<file path="src/rtl/fp_pkg.sv">
// fp_pkg - shared definitions for the floating-point multiplier slice.
//   * flag bit positions within the 4-bit exception vector
//   * operand class encoding produced by fp_unpack
//   * constant-pattern helpers (bias, +inf, canonical qNaN) for any
//     EXP_W/MAN_W; results are returned in a 64-bit container and
//     narrowed by the caller with a size cast.
package fp_pkg;

    localparam int unsigned FLAG_INEXACT   = 0;
    localparam int unsigned FLAG_UNDERFLOW = 1;
    localparam int unsigned FLAG_OVERFLOW  = 2;
    localparam int unsigned FLAG_INVALID   = 3;

    localparam int unsigned FP_MAX_W = 64;

    typedef enum logic [1:0] {
        ZERO,
        NORM,
        INF,
        NAN
    } fp_class_e;

    // 2^(exp_w-1) - 1
    function automatic logic [FP_MAX_W-1:0] fp_bias(input int unsigned exp_w);
        return (FP_MAX_W'(1) << (exp_w - 1)) - FP_MAX_W'(1);
    endfunction

    // Positive infinity: exponent all ones, mantissa zero, sign zero.
    function automatic logic [FP_MAX_W-1:0] fp_inf(input int unsigned exp_w,
                                                   input int unsigned man_w);
        return ((FP_MAX_W'(1) << exp_w) - FP_MAX_W'(1)) << man_w;
    endfunction

    // Canonical quiet NaN: +inf pattern with the mantissa MSB set.
    function automatic logic [FP_MAX_W-1:0] fp_qnan(input int unsigned exp_w,
                                                    input int unsigned man_w);
        return fp_inf(exp_w, man_w) | (FP_MAX_W'(1) << (man_w - 1));
    endfunction

endpackage

</file>
<file path="src/rtl/fp_unpack.sv">
// fp_unpack - combinational operand classifier.
//   op_i    : packed operand {sign, exponent, mantissa}
//   sign_o  : sign bit
//   exp_o   : biased exponent field
//   cls_o   : ZERO (exp==0, subnormals flushed), INF, NAN or NORM
//   sig_o   : significand with hidden bit for NORM, zero otherwise
module fp_unpack
    import fp_pkg::*;
#(
    parameter int unsigned EXP_W = 8,
    parameter int unsigned MAN_W = 23
) (
    input  logic [EXP_W+MAN_W:0] op_i,
    output logic                 sign_o,
    output logic [EXP_W-1:0]     exp_o,
    output fp_class_e            cls_o,
    output logic [MAN_W:0]       sig_o
);

    logic [MAN_W-1:0] man;

    assign sign_o = op_i[EXP_W+MAN_W];
    assign exp_o  = op_i[MAN_W +: EXP_W];
    assign man    = op_i[MAN_W-1:0];

    always_comb begin
        cls_o = NORM;
        sig_o = {1'b1, man};
        if (exp_o == '0) begin
            cls_o = ZERO;
            sig_o = '0;
        end else if (exp_o == '1) begin
            cls_o = (man == '0) ? INF : NAN;
            sig_o = '0;
        end
    end

endmodule

</file>
<file path="src/rtl/fp_mul_pipe.sv">
// fp_mul_pipe - 3-stage pipelined floating-point multiplier, RNE rounding,
// subnormals treated as zero on input and flushed to zero on output.
//   clk, rst          : clock, synchronous active-high reset
//   in_valid/in_ready : operand handshake
//   a, b              : operands {sign, exponent, mantissa}
//   out_valid/out_ready : result handshake
//   res               : product
//   flags             : {invalid, overflow, underflow, inexact}, aligned with res
// The pipeline uses a single global stall: every stage advances when the
// output register is empty or being drained.
module fp_mul_pipe
    import fp_pkg::*;
#(
    parameter int unsigned EXP_W = 8,
    parameter int unsigned MAN_W = 23
) (
    input  logic                 clk,
    input  logic                 rst,
    input  logic                 in_valid,
    output logic                 in_ready,
    input  logic [EXP_W+MAN_W:0] a,
    input  logic [EXP_W+MAN_W:0] b,
    output logic                 out_valid,
    input  logic                 out_ready,
    output logic [EXP_W+MAN_W:0] res,
    output logic [3:0]           flags
);

    localparam int unsigned W  = 1 + EXP_W + MAN_W;
    localparam int unsigned PW = 2 * MAN_W + 2;
    localparam int unsigned XW = EXP_W + 2;

    localparam logic [W-1:0]         INF_PAT  = W'(fp_inf(EXP_W, MAN_W));
    localparam logic [W-1:0]         QNAN_PAT = W'(fp_qnan(EXP_W, MAN_W));
    localparam logic signed [XW-1:0] BIAS_X   = XW'(fp_bias(EXP_W));
    localparam logic signed [XW-1:0] EXP_MAX  = signed'({2'b00, {EXP_W{1'b1}}});
    localparam logic signed [XW-1:0] EXP_ZERO = '0;

    logic advance;

    // ---------------- stage 1: unpack / multiply ----------------
    logic             sgn_a, sgn_b;
    logic [EXP_W-1:0] exp_a, exp_b;
    fp_class_e        cls_a, cls_b;
    logic [MAN_W:0]   sig_a, sig_b;

    fp_unpack #(.EXP_W(EXP_W), .MAN_W(MAN_W)) u_unpack_a (
        .op_i   (a),
        .sign_o (sgn_a),
        .exp_o  (exp_a),
        .cls_o  (cls_a),
        .sig_o  (sig_a)
    );

    fp_unpack #(.EXP_W(EXP_W), .MAN_W(MAN_W)) u_unpack_b (
        .op_i   (b),
        .sign_o (sgn_b),
        .exp_o  (exp_b),
        .cls_o  (cls_b),
        .sig_o  (sig_b)
    );

    logic                 s1_valid_q;
    logic                 s1_sign_q,    s1_sign_d;
    logic [PW-1:0]        s1_prod_q,    s1_prod_d;
    logic signed [XW-1:0] s1_exp_q,     s1_exp_d;
    logic                 s1_invalid_q, s1_invalid_d;
    logic                 s1_inf_q,     s1_inf_d;
    logic                 s1_zero_q,    s1_zero_d;

    always_comb begin
        logic any_nan;
        any_nan      = (cls_a == NAN) | (cls_b == NAN);
        s1_inf_d     = (cls_a == INF) | (cls_b == INF);
        s1_zero_d    = (cls_a == ZERO) | (cls_b == ZERO);
        s1_invalid_d = any_nan | (s1_inf_d & s1_zero_d);
        s1_sign_d    = sgn_a ^ sgn_b;
        s1_prod_d    = PW'(sig_a) * PW'(sig_b);
        s1_exp_d     = $signed({2'b00, exp_a}) + $signed({2'b00, exp_b}) - BIAS_X;
    end

    // ---------------- stage 2: normalise / round ----------------
    logic                 s2_valid_q;
    logic                 s2_sign_q;
    logic                 s2_invalid_q;
    logic                 s2_inf_q;
    logic                 s2_zero_q;
    logic signed [XW-1:0] s2_exp_q,     s2_exp_d;
    logic [MAN_W-1:0]     s2_man_q,     s2_man_d;
    logic                 s2_inexact_q, s2_inexact_d;

    // Only the stored fraction is carried through rounding; the hidden bit
    // is implicit, so a carry out of the fraction is the renormalise case.
    always_comb begin
        logic [MAN_W-1:0]     frac;
        logic                 guard;
        logic                 sticky;
        logic                 inc;
        logic                 carry;
        logic [MAN_W-1:0]     frac_r;
        logic signed [XW-1:0] exp_n;

        if (s1_prod_q[PW-1]) begin
            frac   = s1_prod_q[PW-2 -: MAN_W];
            guard  = s1_prod_q[MAN_W];
            sticky = |s1_prod_q[MAN_W-1:0];
            exp_n  = s1_exp_q + XW'(1);
        end else begin
            frac   = s1_prod_q[PW-3 -: MAN_W];
            guard  = s1_prod_q[MAN_W-1];
            sticky = |s1_prod_q[MAN_W-2:0];
            exp_n  = s1_exp_q;
        end

        inc             = guard & (sticky | frac[0]);
        {carry, frac_r} = {1'b0, frac} + (MAN_W+1)'(inc);

        s2_man_d     = frac_r;
        s2_exp_d     = carry ? exp_n + XW'(1) : exp_n;
        s2_inexact_d = guard | sticky;
    end

    // ---------------- stage 3: pack / exceptions ----------------
    logic         out_valid_q;
    logic [W-1:0] res_q,   res_d;
    logic [3:0]   flags_q, flags_d;

    always_comb begin
        res_d   = '0;
        flags_d = '0;
        if (s2_invalid_q) begin
            res_d                 = QNAN_PAT;
            flags_d[FLAG_INVALID] = 1'b1;
        end else if (s2_inf_q) begin
            res_d = {s2_sign_q, INF_PAT[W-2:0]};
        end else if (s2_zero_q) begin
            res_d = {s2_sign_q, {(W-1){1'b0}}};
        end else if (s2_exp_q >= EXP_MAX) begin
            res_d                  = {s2_sign_q, INF_PAT[W-2:0]};
            flags_d[FLAG_OVERFLOW] = 1'b1;
            flags_d[FLAG_INEXACT]  = 1'b1;
        end else if (s2_exp_q <= EXP_ZERO) begin
            res_d                   = {s2_sign_q, {(W-1){1'b0}}};
            flags_d[FLAG_UNDERFLOW] = 1'b1;
            flags_d[FLAG_INEXACT]   = 1'b1;
        end else begin
            res_d                 = {s2_sign_q, s2_exp_q[EXP_W-1:0], s2_man_q};
            flags_d[FLAG_INEXACT] = s2_inexact_q;
        end
    end

    // ---------------- pipeline control ----------------
    assign advance   = out_ready | ~out_valid_q;
    assign in_ready  = advance | rst;
    assign out_valid = out_valid_q;
    assign res       = res_q;
    assign flags     = flags_q;

    always_ff @(posedge clk) begin
        if (rst) begin
            s1_valid_q  <= 1'b0;
            s2_valid_q  <= 1'b0;
            out_valid_q <= 1'b0;
            res_q       <= '0;
            flags_q     <= '0;
        end else if (advance) begin
            s1_valid_q  <= in_valid;
            s2_valid_q  <= s1_valid_q;
            out_valid_q <= s2_valid_q;
            res_q       <= res_d;
            flags_q     <= flags_d;
        end
    end

    // Datapath registers carry no reset; their contents are qualified by
    // the stage valid bits.
    always_ff @(posedge clk) begin
        if (advance) begin
            s1_sign_q    <= s1_sign_d;
            s1_prod_q    <= s1_prod_d;
            s1_exp_q     <= s1_exp_d;
            s1_invalid_q <= s1_invalid_d;
            s1_inf_q     <= s1_inf_d;
            s1_zero_q    <= s1_zero_d;

            s2_sign_q    <= s1_sign_q;
            s2_invalid_q <= s1_invalid_q;
            s2_inf_q     <= s1_inf_q;
            s2_zero_q    <= s1_zero_q;
            s2_exp_q     <= s2_exp_d;
            s2_man_q     <= s2_man_d;
            s2_inexact_q <= s2_inexact_d;
        end
    end

endmodule
</file>
<file path="config.mk">
export PLATFORM = sky130hd
export DESIGN_NAME = fp_mul_pipe
export DESIGN_NICKNAME = d
export VERILOG_FILES = /design/src/rtl/fp_pkg.sv /design/src/rtl/fp_unpack.sv /design/src/rtl/fp_mul_pipe.sv
export SDC_FILE = /design/constraint.sdc
export NUM_CORES = 2
export LEC_CHECK = 0
export ABC_AREA = 1
export CAP_MARGIN = 20
export CORE_MARGIN = 2
export CORE_UTILIZATION = 30
export CTS_CLUSTER_SIZE = 12
export DETAILED_ROUTE_END_ITERATION = 8
export PLACE_DENSITY = 0.43
export SYNTH_ARGS = -nofsm -noshare
export SYNTH_HDL_FRONTEND = slang
export SYNTH_SLANG_ARGS = --single-unit
</file>
<file path="constraint.sdc">
create_clock -name clk -period 9.4 [get_ports clk]
set_input_delay 1.88 -clock clk [delete_from_list [all_inputs] [get_ports clk]]
set_output_delay 1.88 -clock clk [all_outputs]
set_load 0.03 [all_outputs]
</file>
==> impl_metrics.tcl <==
set metrics [dict create \
    worstMarginPinSlew_ns 1.00 \
    io_pins 106 \
    cap_violations 0 \
    synthCells 3162 \
    place.gp.congestion 1.03 \
    critPathCaptureType "register" \
    cp-start-kind "input port" \
    worstPathArrival_ns 9.34 \
    synth_top_area_share 0.374 \
    synth-seq-cells 139 \
    cp-startpoint "a[24]" \
    yosysTopAreaCell "fa_1" \
    grt_pass1_vias 22925 \
    relSlewSlack 0.332 \
    cp.required_ns 9.59 \
    grt_antenna_before_repair 0 \
    reg2reg_from "s1_prod_q[47]" \
    fin_ws_ns 0.255 \
    skew_ns 0.0129 \
    hp-start "s1_zero_q" \
    clk_latency_ns 0.43 \
    synth-seq-area-share 0.146 \
    drc 0 \
    max_freq_mhz 109 \
    clock_path_buffers 2 \
    die_width_um 298 \
    avgSynthCellArea_um2 8.19 \
    core_area_um2 85300 \
    start_util 0.304 \
    yosys-top-cells-count "inv_1 (761), nand2_1 (622), fa_1 (483)" \
    cts_hold_buf 0 \
    fillCellCount 9131 \
    status "finished, final reports clean" \
    slew_viol_final 0 \
    synth_warnings 0 \
    placed_area_um2 30600 \
    n_antenna_cell 0 \
    drive_gt1_frac 0.125 \
    dp_hpwl_um 89600 \
    synthesis.area_um2 25900 \
    synthArstFlopShare 0 \
    cp_common_cell "fa_1" \
    drtPass1Iterations 5 \
    viasPerCell 4.59 \
    path_max_fanout 13 \
    cts_tree "yes" \
    wire_per_inst_um 21.5 \
    grt_pass1_wl_um 149000 \
    critPathKind "input port to register" \
    area_growth_pct 20.9 \
    synthTopCellsByArea "fa_1 (37%), edfxtp_1 (12%), inv_1 (11%)" \
    clk_pin_slew_worst_paths_ns 0.07 \
    grt_usage 0.230 \
    critPathMaxStageDelay_ns 0.63 \
    htree_num_levels 4 \
    cts_num_sinks 139 \
    synth-edff-count 100 \
    rows 107 \
    pre_cts_slack_ns -0.292 \
    nets 4299 \
    cts_made_buffers 17 \
    yosysMostFrequentCell "inv_1" \
    grt_start_max_net_pins 81 \
    final_cell_area_um2 31300 \
    grt.overflow.total 0 \
    cts_root_buffer "clkbuf_16" \
    fin_crit_ns 9.15 \
    setup_violations 0 \
    dieArea_um2 88600 \
    fin_crit_sh 0.973 \
    synth_fp_nets 3905 \
    min_path_type "register to register" \
    synthDistinctLibCells 50 \
    drtIter0Drc 1533 \
    hold_viol 0 \
    wirelength_um 101000 \
    io_buffers 105 \
    vias 21628 \
    ys.flop_type "edfxtp_1" \
    antenna_left 0 \
    die_h_um 298 \
    slowest_stage "fa_1" \
]
routing by layer:
| layer | routed length, um | global-route usage | part of all wire | up-vias |
|---|---|---|---|---|
| met3 | 7080 | 0.0472 | 0.070 | 143 |
| met2 | 47000 | 0.378 | 0.46 | 743 |
| met4 | 4640 | 0.0962 | 0.046 | 0 |
| met1 | 42600 | 0.294 | 0.42 | 10559 |
| met5 | 0 | 0 | 0 | - |
| li1 | - | - | - | 10183 |
through the flow:
step	util	hold WS (ns)	instances	setup TNS, ns
6_report	0.367	0.421	4713	0
2_1_floorplan	-	0.400	3162	0
4_1_cts	0.366	0.422	4713	0
3_5_place_dp	0.359	0.407	4681	-5.53
5_1_grt	0.367	0.428	4713	-0.0168
3_3_place_gp	0.359	0.418	4681	-6.34
repair_timing:
action,in CTS,in global routing
resized for setup,0,25
setup endpoints to repair,0,25
buffers inserted,0,0
flip-flops by register name, summed over array words and instances (netlist names), 4 cells and up:
signal     flops
s1_exp_q      10
s2_exp_q      10
res           32
s2_man_q      23
flags          4
s1_prod_q     48
critical path, delay by kind of cell:
| kind | cells | cell delay [ns] |
|---|---|---|
| simple gates | 12 | 1.40 |
| fa+ha+maj | 8 | 3.95 |
| buf+inv | 13 | 1.83 |
| compound gates | 1 | 0.26 |
kinds of logic after synthesis:
family,Yosys count,share of synthesized area
simple gates,1284,0.206
buf+inv,834,0.125
fa+ha+maj,675,0.466
compound gates,163,0.0333
flops,139,0.146
xor+xnor,67,0.0234
worst paths after layout:
path | to | slack [ns] | cells after the start
min reg2reg | s2_zero_q | 0.42 | 0
max reg2reg | s2_man_q[22] | 6.71 | 12
min | s2_zero_q | 0.42 | 0
max | s1_prod_q[39] | 0.25 | 34
cells in the final DEF (no fill, tap or decap), drive strengths merged:
master and count:
a31oi 4, o22ai 1, a211oi 1, nand4 28, a21o 1, nor3b 1, edfxtp 100, nor3 32
dfxtp 39, a21boi 1, xnor2 19, nand3 119, and2 2, buf 322, a21oi 69, clkinvlp 2
clkdlybuf4s50 105, o21a 2, o21bai 8, nand3b 1, nand2 632, nor4 5, and3 1, nor2 459
clkbuf 18, or2 4, o21ai 75, xor2 48, o211ai 1, inv 782, ha 192, clkinv 12
fa 483
layout make-up:
class,count,area [um2],area share
clock buffer,18,450,0.0144
inverter,782,2950,0.0943
timing repair buffer,427,3540,0.113
tap,1144,1430,0.0458
sequential,139,3780,0.121
clock inverter,14,161,0.00516
multi-input combinational,2189,19000,0.606
Power is left out: the tool's default activity adds up to more than one toggle a clock period on the data nets, which glitch-free logic cannot reach.
